==> config.mk <==
export PLATFORM = sky130hd
export DESIGN_NAME = fpr_wb_ctrl
export DESIGN_NICKNAME = d
export VERILOG_FILES = /design/src/rtl/fpr_wb_ctrl_pkg.sv /design/src/rtl/fpr_wb_ctrl_rr_arbiter.sv /design/src/rtl/fpr_wb_ctrl.sv
export SDC_FILE = /design/constraint.sdc
export NUM_CORES = 1
export LEC_CHECK = 0
export CAP_MARGIN = 10
export CORE_ASPECT_RATIO = 0.9
export CORE_MARGIN = 3
export CORE_UTILIZATION = 39
export DETAILED_ROUTE_END_ITERATION = 6
export HOLD_SLACK_MARGIN = 0.03
export MAX_ROUTING_LAYER = met4
export PLACE_DENSITY = 0.77
export SLEW_MARGIN = 10
export SYNTH_ARGS = -nofsm -noshare
export SYNTH_HDL_FRONTEND = slang
export SYNTH_SLANG_ARGS = --single-unit
==> constraint.sdc <==
create_clock -name clk -period 3.3 [get_ports clk]
set_input_delay 0.66 -clock clk [delete_from_list [all_inputs] [get_ports clk]]
set_output_delay 0.66 -clock clk [all_outputs]
set_load 0.01 [all_outputs]
==> src/rtl/fpr_wb_ctrl_pkg.sv <==
// -----------------------------------------------------------------------------
// fpr_wb_ctrl_pkg
// Shared types and constants for the FP register file writeback path.
//   fpr_addr_t    : FP register index
//   word_t        : FP register data word
//   fp_wb_req_t   : one writeback transaction {addr, data}
//   FP_WB_NUM_REQ : default number of writeback producers
//   fpr_pending() : register still waiting for a write that is not on the
//                   write port this cycle (the write-through bypass covers
//                   the case where it is on the port)
// -----------------------------------------------------------------------------
package fpr_wb_ctrl_pkg;

  localparam int NUM_FPRS      = 32;
  localparam int FPR_ADDR_W    = $clog2(NUM_FPRS);
  localparam int WORD_W        = 32;
  localparam int FP_WB_NUM_REQ = 3;

  typedef logic [FPR_ADDR_W-1:0] fpr_addr_t;
  typedef logic [WORD_W-1:0]     word_t;

  typedef struct packed {
    fpr_addr_t addr;
    word_t     data;
  } fp_wb_req_t;

  function automatic logic fpr_pending(input logic [NUM_FPRS-1:0] busy,
                                       input logic                we,
                                       input fpr_addr_t           waddr,
                                       input fpr_addr_t           r);
    return busy[r] && !(we && (waddr == r));
  endfunction

endpackage

==> src/rtl/fpr_wb_ctrl_rr_arbiter.sv <==
// -----------------------------------------------------------------------------
// fpr_wb_ctrl_rr_arbiter
// Round-robin arbiter. The search starts at the pointer and wraps; the first
// requester found wins. After any grant to index g the pointer moves to
// (g+1) mod N so g has lowest priority next time; with no grant it holds.
//   clk, rst        : clock, synchronous active-high reset
//   i_req[N]        : request vector
//   o_grant[N]      : one-hot grant (all zero when nobody requests)
//   o_grant_valid   : some request was granted this cycle
// -----------------------------------------------------------------------------
module fpr_wb_ctrl_rr_arbiter #(
  parameter int N = 3
) (
  input  logic         clk,
  input  logic         rst,
  input  logic [N-1:0] i_req,
  output logic [N-1:0] o_grant,
  output logic         o_grant_valid
);

  localparam int PTR_W = (N > 1) ? $clog2(N) : 1;

  logic [PTR_W-1:0] r_ptr;
  logic [PTR_W-1:0] w_idx;
  logic [PTR_W-1:0] w_gidx;
  logic             w_found;

  // NOTE: every signal written here gets a default first, so no path through
  // the loop leaves one unassigned and no latch is inferred.
  always_comb begin
    o_grant = '0;
    w_found = 1'b0;
    w_gidx  = '0;
    w_idx   = r_ptr;
    for (int k = 0; k < N; k++) begin
      if (!w_found && i_req[w_idx]) begin
        o_grant[w_idx] = 1'b1;
        w_found        = 1'b1;
        w_gidx         = w_idx;
      end
      // Step to the next index, wrapping at N (N need not be a power of 2).
      w_idx = (w_idx == PTR_W'(N - 1)) ? '0 : w_idx + 1'b1;
    end
  end

  assign o_grant_valid = w_found;

  // NOTE: state is updated with non-blocking assignments so every flop
  // samples the pre-edge values regardless of statement order.
  always_ff @(posedge clk) begin
    if (rst) begin
      r_ptr <= '0;
    end else if (w_found) begin
      r_ptr <= (w_gidx == PTR_W'(N - 1)) ? '0 : w_gidx + 1'b1;
    end
  end

endmodule

==> src/rtl/fpr_wb_ctrl.sv <==
// -----------------------------------------------------------------------------
// fpr_wb_ctrl
// Owns the FP register file write port. Arbitrates it round-robin between
// NUM_REQ result producers and keeps a pending-write bit per FP register so
// the issue stage stalls on RAW/WAW hazards.
//   clk, rst                     : clock, synchronous active-high reset
//   iss_valid/iss_rd_en/iss_rd   : instruction at issue and its destination
//   iss_rs_en/iss_rs1..3         : source enables (rs1,rs2,rs3) and sources
//   iss_stall                    : instruction must not issue this cycle
//   req_valid/req_addr/req_data  : writeback request per producer
//   req_ready                    : one-hot grant (transfer = valid & ready)
//   fpr_we/fpr_waddr/fpr_wdata   : register file write port, one cycle after
//                                  the grant
//   busy                         : pending-write bit per register
// -----------------------------------------------------------------------------
module fpr_wb_ctrl
  import fpr_wb_ctrl_pkg::*;
#(
  parameter int NUM_REQ = FP_WB_NUM_REQ
) (
  input  logic                      clk,
  input  logic                      rst,
  input  logic                      iss_valid,
  input  logic                      iss_rd_en,
  input  fpr_addr_t                 iss_rd,
  input  logic [2:0]                iss_rs_en,
  input  fpr_addr_t                 iss_rs1,
  input  fpr_addr_t                 iss_rs2,
  input  fpr_addr_t                 iss_rs3,
  output logic                      iss_stall,
  input  logic [NUM_REQ-1:0]        req_valid,
  input  fpr_addr_t [NUM_REQ-1:0]   req_addr,
  input  word_t [NUM_REQ-1:0]       req_data,
  output logic [NUM_REQ-1:0]        req_ready,
  output logic                      fpr_we,
  output fpr_addr_t                 fpr_waddr,
  output word_t                     fpr_wdata,
  output logic [NUM_FPRS-1:0]       busy
);

  logic [NUM_REQ-1:0]  w_grant;
  logic                w_grant_valid;
  fp_wb_req_t          w_sel;
  logic                w_raw;
  logic                w_waw;
  logic                w_accept;
  logic [NUM_FPRS-1:0] w_busy_next;

  logic                r_we;
  fp_wb_req_t          r_wb;
  logic [NUM_FPRS-1:0] r_busy;

  fpr_wb_ctrl_rr_arbiter #(.N(NUM_REQ)) u_arb (
    .clk           (clk),
    .rst           (rst),
    .i_req         (req_valid),
    .o_grant       (w_grant),
    .o_grant_valid (w_grant_valid)
  );

  assign req_ready = w_grant;

  // One-hot mux of the granted producer's transaction.
  always_comb begin
    w_sel = '0;
    for (int i = 0; i < NUM_REQ; i++) begin
      if (w_grant[i]) begin
        w_sel.addr = req_addr[i];
        w_sel.data = req_data[i];
      end
    end
  end

  // Hazards ignore a register whose write is on the port right now: the
  // register file forwards it to the read ports in the same cycle.
  assign w_raw = (iss_rs_en[0] && fpr_pending(r_busy, r_we, r_wb.addr, iss_rs1)) ||
                 (iss_rs_en[1] && fpr_pending(r_busy, r_we, r_wb.addr, iss_rs2)) ||
                 (iss_rs_en[2] && fpr_pending(r_busy, r_we, r_wb.addr, iss_rs3));
  assign w_waw = iss_rd_en && fpr_pending(r_busy, r_we, r_wb.addr, iss_rd);

  assign iss_stall = iss_valid && (w_raw || w_waw);
  assign w_accept  = iss_valid && !iss_stall;

  // Clear before set: a new issue to a register retiring this cycle must
  // leave the bit set for the new write.
  always_comb begin
    w_busy_next = r_busy;
    if (r_we) begin
      w_busy_next[r_wb.addr] = 1'b0;
    end
    if (w_accept && iss_rd_en) begin
      w_busy_next[iss_rd] = 1'b1;
    end
  end

  // NOTE: the scoreboard is a flop vector, not a RAM, and must be reset:
  // a stale busy bit would stall issue forever with no write to clear it.
  // addr/data are reset too so the port reads as zero after reset.
  always_ff @(posedge clk) begin
    if (rst) begin
      r_we   <= 1'b0;
      r_wb   <= '0;
      r_busy <= '0;
    end else begin
      r_we   <= w_grant_valid;
      if (w_grant_valid) begin
        r_wb <= w_sel;
      end
      r_busy <= w_busy_next;
    end
  end

  assign fpr_we    = r_we;
  assign fpr_waddr = r_wb.addr;
  assign fpr_wdata = r_wb.data;
  assign busy      = r_busy;

  // A write to a register with no pending write means a producer and the
  // issue stage disagree; the write still happens.
  a_wb_to_idle_reg : assert property (@(posedge clk) disable iff (rst)
    r_we |-> r_busy[r_wb.addr])
    else $error("fpr_wb_ctrl: writeback to f%0d with no pending write", r_wb.addr);

endmodule

==> impl_metrics.json, run 1 <==
{
  "status": "complete, no violations",
  "row_count": 38,
  "path_cells": "clkdlybuf4s50_1 -> mux4_2 -> a221o_1 -> a22oi_2 -> o21ai_1 -> o21a_1 -> buf_2",
  "final_nets": 909,
  "min_period_ns": 3.230,
  "rr_worst_depth": 12,
  "cp_max_fo": 3,
  "hold_path.class": "flop to flop",
  "hold_depth": 2,
  "grt_pass1_wl_mm": 31.31,
  "clk_pin_slew_ns": 0.06,
  "final_common_cell": "clkdlybuf4s50_1",
  "dieHeight_um": 112.2,
  "synthFlopType": "dfxtp_1",
  "vias": 5721,
  "netlist_area_um2": 4885,
  "slowest_stage": "clkdlybuf4s50_1",
  "htree_levels": 3,
  "areaGrowthSynthToFinish_pct": 57.76,
  "p_leak_nw": 2.860,
  "grt_overflow": 0,
  "finalCoreUtilization": 0.6356,
  "fin_crit_sh": 0.9787,
  "wl_met3_mm": 2.433,
  "power_density_nw_per_um2": 354.0,
  "max-cap-violations": 0,
  "tritoncts": "built",
  "place_congestion": 1.102,
  "rsz0062_at_grt": "false",
  "post-route-drc-count": 0,
  "drive_gt1_frac": 0.1682,
  "initial_core_util": 0.4029,
  "grt_max_degree": 73,
  "clockBufferDepth": 2,
  "die_area_um2": 13910,
  "finClkSkew_ns": 0.007364,
  "synth_cells": 541,
  "numPortBuffers": 214,
  "synth-edff-count": 0,
  "wl_met1_mm": 7.935,
  "tns_ns": 0,
  "cts_sinks": 72,
  "end_kind": "output pin",
  "drv_slew": 0,
  "max_freq_mhz": 309.6,
  "hpwl_mm": 15.54,
  "yosysSeqAreaShare": 0.2951,
  "start_kind": "input pin",
  "grtUsageTotal": 0.2987,
  "grt_pass1_vias": 5706,
  "die_w_um": 124.0,
  "cts_root_buffer": "clkbuf_16",
  "cts-buffers-inserted": 9,
  "holdBufCountCts": 0,
  "cp_slowest_stage_delay_ns": 0.62,
  "top_layer_used": "met4",
  "ys_ff_latch": 72,
  "ys_warn_count": 0,
  "setup_violations": 0,
  "antenna_found_initial": 0,
  "required_ns": 2.64,
  "syn_nets": 682,
  "viasPerCell": 6.132,
  "fp.coreArea_um2": 12120,
  "synth.avg_cell_area_um2": 9.029,
  "arrival_ns": 2.57,
  "postRouteAntennaNets": 0,
  "tightest_slew_ns": 0.7993,
  "diodes": 0,
  "final_cell_mix": "clkdlybuf4s50_1, dfxtp_1, nand2_1",
  "critPathKind": "input pin to output pin",
  "wire_per_inst_um": 22.34,
  "clk_latency_ns": 0.33,
  "final-hold-violation-count": 0,
  "ys_async_sr_fraction": 0,
  "drt_first_pass_iters": 6,
  "met2_wirelength_mm": 9.730,
  "top_level_ports": 215,
  "slew_headroom": 0.4660,
  "drt_iter0_drc": 810,
  "yosysUniqueCellTypes": 53,
  "ir_drop_mv": 0.2443,
  "drt-total-wl_mm": 20.84
}
[cells in the mapped netlist (3+ instances only)]
master           number  area share
nand3b_1             26       0.040
inv_1                 6      0.0046
mux2_2                5       0.012
nor3_1                5      0.0051
xnor2_1              12       0.022
buf_6                 4      0.0092
nand2_1              65       0.050
nand3_1              44       0.045
xor2_1                8       0.014
dfxtp_1              72        0.30
a21oi_1              42       0.043
mux2i_1               4      0.0082
o21ai_2              21       0.038
mux4_1                8       0.043
nor2b_1               6      0.0077
nor3b_1               4      0.0061
and2b_1              15       0.023
o21ai_0              21       0.022
buf_4                 4      0.0061
buf_2                 5      0.0051
o21ai_1               9      0.0092
mux4_2               22        0.10
clkdlybuf4s25_2       3      0.0061
a222oi_1             37       0.076
clkbuf_1             35       0.027
nand4_1               5      0.0064
nor2_1               19       0.015
[metal layers]
metal,GRT usage,vias to the layer above
li1,-,2527
met1,0.3688,2712
met2,0.4573,409
met3,0.09521,73
met4,0.1117,0
met5,-,-
[repair_timing]
item / 4_1_cts / 5_1_grt
setup endpoints to repair: 1 / 1
gates resized for setup: 15 / 1
cloned: 1 / 0
pin swaps: 6 / 0
setup buffers: 6 / 0
[path summary, 6_finish.rpt]
check | endpoint | slack [ns] | from
worst max-delay path | iss_stall | 0.07 | iss_rd[2]
worst min-delay path | fpr_wdata[2] | 0.54 | fpr_wdata[2]
worst max register to register | busy[23] | 0.80 | busy[3]
worst min register to register | fpr_wdata[2] | 0.54 | fpr_wdata[2]
[layout make-up]
cell class | count | area [um^2]
Fill cell | 979 | 4418
Tap cell | 160 | 200.2
Multi-Input combinational cell | 408 | 3129
Sequential cell | 72 | 1441
Timing Repair Buffer | 271 | 2579
Clock inverter | 2 | 60.06
Clock buffer | 14 | 274.0
Inverter | 6 | 22.52
[worst max-delay path: cells and delay by family]
kind,cells,cell delay (ns)
buf+inv,2,0.76
mux,1,0.35
compound gates,4,0.80
[logic make-up after synthesis]
family,after synthesis,synth area share
buf+inv,61,0.06532
mux,39,0.1642
compound gates,147,0.2205
flops,72,0.2951
xor+xnor,20,0.03586
simple gates,202,0.2190
[state kept, by name (all words and copies together), names as in the netlist]
register,cells
fpr_wdata,32
fpr_waddr,5
u_arb.r_ptr,2
fpr_we,1
busy,32
[power breakdown]
group | switching (mW) | total, mW | internal, mW
combinational | 0.303 | 0.686 | 0.384
sequential | 0.0407 | 0.955 | 0.914
clock | 0.362 | 1.09 | 0.725
total | 0.705 | 2.73 | 2.02
[per-stage QoR]
step	setup WS, ns	instances	power [mW]	hold WS (ns)	cell area (um^2)
floorplan	0.4008	541	1.275	0.4993	4885
global placement	-0.5097	910	1.631	0.5155	7318
detailed placement	-0.5467	910	1.643	0.5275	7318
CTS	0.07041	933	2.732	0.5422	7705
global route	0.002487	933	2.824	0.5652	7706
finish	0.07023	933	2.728	0.5383	7706
Note: power is estimated with default switching activity, not from simulation.
==> run 2: changes to the inputs <==
--- a/config.mk
+++ b/config.mk
@@ -12,7 +12,7 @@
 export DETAILED_ROUTE_END_ITERATION = 6
 export HOLD_SLACK_MARGIN = 0.03
 export MAX_ROUTING_LAYER = met4
-export PLACE_DENSITY = 0.77
+export PLACE_DENSITY = 0.83
 export SLEW_MARGIN = 10
 export SYNTH_ARGS = -nofsm -noshare
 export SYNTH_HDL_FRONTEND = slang
==> impl_metrics.json, run 2 (synthesis gave the netlist of run 1 again) <==
{
  "final-hold-violation-count": 0,
  "dieHeight_um": 112.2,
  "fp.coreArea_um2": 12120,
  "violations": "DRC",
  "p_leak_nw": 2.850,
  "final_nets": 909,
  "required_ns": 2.64,
  "initial_core_util": 0.4029,
  "fin_crit_sh": 0.9937,
  "clockBufferDepth": 2,
  "tns_ns": 0,
  "r2r-start": "busy[7]",
  "drt_first_pass_iters": 7,
  "areaGrowthSynthToFinish_pct": 57.10,
  "rsz0062_at_grt": "false",
  "cp_max_fo": 4,
  "grt_max_degree": 73,
  "vias": 5836,
  "p_total_mw": 2.543,
  "tritoncts": "built",
  "startpoint": "iss_rd[2]",
  "grt_pass1_vias": 5662,
  "path_buf_inv": 2,
  "clk_pin_slew_ns": 0.06,
  "place_congestion": 1.048,
  "row_count": 38,
  "rr_worst_depth": 9,
  "top_level_ports": 215,
  "path_cells": "clkdlybuf4s50_1 -> mux4_2 -> a221o_1 -> a22oi_2 -> o21ai_1 -> o21a_1 -> buf_2",
  "crit_cells": 7,
  "die_area_um2": 13910,
  "finalCoreUtilization": 0.6329,
  "finClkSkew_ns": 0.008314,
  "cpLargestDelayFamily": "compound AO/OA/AOI/OAI gates",
  "wire_per_inst_um": 23.20,
  "grtUsageTotal": 0.3132,
  "cts_root_buffer": "clkbuf_16",
  "grt_overflow": 0,
  "drv_slew": 0,
  "viasPerCell": 6.255,
  "drive_gt1_frac": 0.1710,
  "grt_pass1_wl_mm": 32.53,
  "end_kind": "output pin",
  "antenna_found_initial": 1,
  "cts_sinks": 72,
  "placedCellCount": 916,
  "final_common_cell": "clkdlybuf4s50_1",
  "setup_violations": 0,
  "critPathKind": "input pin to output pin",
  "ir_drop_mv": 0.3612,
  "numPortBuffers": 214,
  "hpwl_mm": 16.22,
  "max-cap-violations": 0,
  "regArea_um2": 1441,
  "power_density_nw_per_um2": 331.4,
  "arrival_ns": 2.62,
  "drt_iter0_drc": 875,
  "max_freq_mhz": 305.0,
  "fin_cells": 933,
  "post-route-drc-count": 18,
  "fill_cells": 978,
  "slew_headroom": 0.4795,
  "postRouteAntennaNets": 0,
  "status": "complete, but fails checks",
  "cp-endpoint": "iss_stall",
  "start_kind": "input pin",
  "clk_latency_ns": 0.33,
  "multiInputGateArea_um2": 3129,
  "min_period_ns": 3.279,
  "cp_slowest_stage_delay_ns": 0.65,
  "die_w_um": 124.0,
  "hold_path.class": "flop to flop",
  "rrSetupSlack_ns": 0.97,
  "slowest_stage": "clkdlybuf4s50_1",
  "r2r-end": "busy[14]",
  "htree_levels": 3,
  "tightest_slew_ns": 0.7765,
  "final_cell_mix": "clkdlybuf4s50_1, dfxtp_1, nand2_1",
  "cts-buffers-inserted": 9,
  "drt-total-wl_mm": 21.64
}
==> run 2: cell types whose count changed in the layout (fill, tap and decap cells not counted), sizes merged <==
| cell | change |
|---|---|
| bufinv | -2 |
| clkbuf | -3 |
| clkdlybuf4s15 | -1 |
| clkdlybuf4s50 | -1 |
| clkinv | +3 |
| clkinvlp | +2 |
| diode | +1 |
| dlymetal6s2s | +1 |
==> run 2: per-stage QoR <==
| stage | hold slack [ns] | area (um^2) | setup WS [ns] |
|---|---|---|---|
| detailed placement | 0.5271 | 7401 | -0.5967 |
| global route | 0.5769 | 7674 | 0.002811 |
| CTS | 0.5377 | 7672 | 0.003314 |
| finish | 0.5439 | 7674 | 0.02085 |
| floorplan | 0.4993 | 4885 | 0.4008 |
| global placement | 0.5168 | 7401 | -0.5467 |
==> run 2: worst register-to-register path, stage by stage, from the launching register on <==
cell	delay (ns)
dfxtp_1	0.34
buf_4	0.19
mux4_2	0.46
nand3b_1	0.10
a41oi_1	0.16
o211ai_2	0.22
buf_4	0.14
buf_4	0.31
nand3_1	0.20
o21ai_2	0.15
==> run 2: how the worst min path moves through the flow <==
| stage | start | to | slack [ns] | cells past startpoint |
|---|---|---|---|---|
| 2_1_floorplan | u_arb.r_ptr[0] | u_arb.r_ptr[0] | 0.50 | 2 |
| 3_3_place_gp | fpr_wdata[13] | fpr_wdata[13] | 0.52 | 2 |
| 3_5_place_dp | fpr_wdata[4] | fpr_wdata[4] | 0.53 | 2 |
| 4_1_cts | fpr_wdata[4] | fpr_wdata[4] | 0.54 | 2 |
| 5_1_grt | fpr_wdata[27] | fpr_wdata[27] | 0.58 | 2 |
| 6_report | fpr_wdata[4] | fpr_wdata[4] | 0.54 | 2 |
==> run 2: repair_timing <==
| item | CTS | global route |
|---|---|---|
| setup buffers | 1 | 0 |
| resized for setup | 12 | 3 |
| setup endpoints to repair | 1 | 1 |
| endpoints found under the hold margin | 0 | 0 |
| pin swaps | 4 | 0 |
| hold buffers | 0 | 0 |
==> run 2: layout make-up <==
cell class                 instances  area share
multi-input combinational        408      0.4078
timing repair buffer             271      0.3395
sequential                        72      0.1878
clock buffer                      10     0.03114
tap                              160     0.02609
clock inverter                     5    0.004402
inverter                           6    0.002935
antenna                            1   0.0003261
==> run 2: routing by layer <==
metal	routed length, um	vias to the layer above	share of wire	global-route usage
met5	0	-	0	-
met4	920	0	0.043	0.1248
met3	2443	94	0.11	0.07003
met2	10300	430	0.48	0.4872
met1	7982	2773	0.37	0.3951
li1	-	2539	-	-
==> run 2: report_power, final <==
| group | switching [mW] | internal, mW |
|---|---|---|
| Sequential | 0.0418 | 0.914 |
| Combinational | 0.307 | 0.383 |
| Clock | 0.374 | 0.523 |
| Total | 0.723 | 1.82 |
==> run 3: changes to the inputs <==
--- a/config.mk
+++ b/config.mk
@@ -8,11 +8,11 @@
 export CAP_MARGIN = 10
 export CORE_ASPECT_RATIO = 0.9
 export CORE_MARGIN = 3
-export CORE_UTILIZATION = 39
+export CORE_UTILIZATION = 30
 export DETAILED_ROUTE_END_ITERATION = 6
 export HOLD_SLACK_MARGIN = 0.03
 export MAX_ROUTING_LAYER = met4
-export PLACE_DENSITY = 0.83
+export PLACE_DENSITY = 0.69
 export SLEW_MARGIN = 10
 export SYNTH_ARGS = -nofsm -noshare
 export SYNTH_HDL_FRONTEND = slang
==> impl_metrics.json, run 3 (synthesis gave the netlist of run 1 again) <==
{
  "grt_overflow": 0,
  "start_kind": "input pin",
  "path_cells": "clkdlybuf4s50_1 -> mux4_2 -> nand3b_1 -> a41oi_1 -> o211ai_2 -> nand2_2 -> o21a_1 -> buf_2",
  "cp_slowest_stage_delay_ns": 0.61,
  "fin_crit_sh": 0.9826,
  "row_count": 43,
  "layout_setup_ws_ns": 0.05753,
  "rsz0062_at_grt": "false",
  "clk_pin_slew_ns": 0.06,
  "required_ns": 2.64,
  "drt-total-wl_mm": 22.18,
  "max-cap-violations": 0,
  "numPortBuffers": 214,
  "cts-buffers-inserted": 9,
  "place_ws_ns": -0.6572,
  "cpLargestDelayFamily": "buffers and inverters",
  "grt_pass1_vias": 5565,
  "die_w_um": 140.5,
  "whs_ns": 0.5402,
  "placedCellCount": 966,
  "finalCoreUtilization": 0.5008,
  "tritoncts": "built",
  "final_nets": 920,
  "diodes": 0,
  "fill_cells": 1458,
  "finClkSkew_ns": 0.006510,
  "fp.coreArea_um2": 15660,
  "hpwl_mm": 16.47,
  "dieHeight_um": 127.1,
  "critPathKind": "input pin to output pin",
  "vias": 5677,
  "cp_max_fo": 5,
  "wire_per_inst_um": 22.49,
  "fin_cells": 986,
  "grtUsageTotal": 0.2462,
  "slowest_stage": "clkdlybuf4s50_1",
  "p_total_mw": 2.656,
  "end_kind": "output pin",
  "drt_first_pass_iters": 7,
  "hold_path.class": "flop to flop",
  "areaGrowthSynthToFinish_pct": 60.50,
  "final_common_cell": "clkdlybuf4s50_1",
  "drive_gt1_frac": 0.1875,
  "grt_pass1_wl_mm": 33.29,
  "clockBufferDepth": 2,
  "final-hold-violation-count": 0,
  "final_cell_mix": "clkdlybuf4s50_1, dfxtp_1, nand2_1",
  "slew_headroom": 0.4733,
  "htree_levels": 3,
  "path_buf_inv": 2,
  "final_area_um2": 7840,
  "ir_drop_mv": 0.3056,
  "p_leak_nw": 2.923,
  "min_period_ns": 3.242,
  "grt_max_degree": 73,
  "viasPerCell": 5.758,
  "place_congestion": 0.9637,
  "setup_violations": 0,
  "status": "complete, no violations",
  "cts_sinks": 72,
  "power_density_nw_per_um2": 338.8,
  "postRouteAntennaNets": 0,
  "max_freq_mhz": 308.4,
  "tightest_slew_ns": 0.7885,
  "die_area_um2": 17850,
  "drv_slew": 0,
  "arrival_ns": 2.58,
  "placed_cell_area_um2": 7488,
  "clk_latency_ns": 0.33,
  "top_level_ports": 215,
  "tns_ns": 0,
  "initial_core_util": 0.3120,
  "drt_iter0_drc": 732,
  "antenna_found_initial": 0,
  "cts_root_buffer": "clkbuf_16",
  "post-route-drc-count": 0
}
[run 3: changes by cell type in the layout (fill, tap and decap cells not counted), sizes merged]
cell / change
buf: +11
bufbuf: +1
bufinv: +1
clkbuf: +1
clkdlybuf4s50: -1
clkinv: -2
clkinvlp: +2
diode: -1
dlygate4sd2: -2
dlymetal6s2s: +1
[run 3: layer usage]
metal | part of all wire | global-route usage | wire (um)
met5 | 0 | - | 0
met4 | 0.030 | 0.07692 | 667
met3 | 0.093 | 0.05988 | 2071
met2 | 0.46 | 0.3705 | 10220
met1 | 0.42 | 0.3287 | 9218
[run 3: worst paths after layout]
path	from	depth (start not counted)	endpoint	slack, ns
worst max-delay path	iss_rs3[2]	8	iss_stall	0.06
worst min-delay path	fpr_wdata[9]	2	fpr_wdata[9]	0.54
worst min register to register	fpr_wdata[9]	2	fpr_wdata[9]	0.54
worst max register to register	busy[16]	8	busy[0]	0.93
[run 3: report_power, final]
part	switching [mW]	total, mW	internal, mW
combinational	0.312	0.703	0.391
clock	0.394	1.00	0.607
sequential	0.0380	0.952	0.914
total	0.744	2.66	1.91
[run 3: timing repair]
action | in CTS | in global routing
gates cloned | 2 | 0
pin swaps | 4 | 1
hold buffers | 0 | 0
setup endpoints to repair | 1 | 1
setup buffers | 2 | 0
gates resized for setup | 16 | 7
[run 3: worst register-to-register path, cell delays in order, from the launching register on]
cell and delay, ns:
dfxtp_1 0.59, mux4_1 0.31, mux2i_1 0.06, a22o_1 0.19, or4_4 0.44, buf_4 0.16, o211ai_4 0.07, buf_12 0.25
o21ai_0 0.16
[run 3: cell type report]
class                      count  area [um^2]  area share
multi-input combinational    408         3132      0.3995
clock buffer                  10        239.0     0.03048
timing repair buffer         282         2684      0.3423
sequential                    72         1441      0.1838
clock inverter                 6        68.82    0.008778
inverter                       6        22.52    0.002873
tap                          202        252.7     0.03224
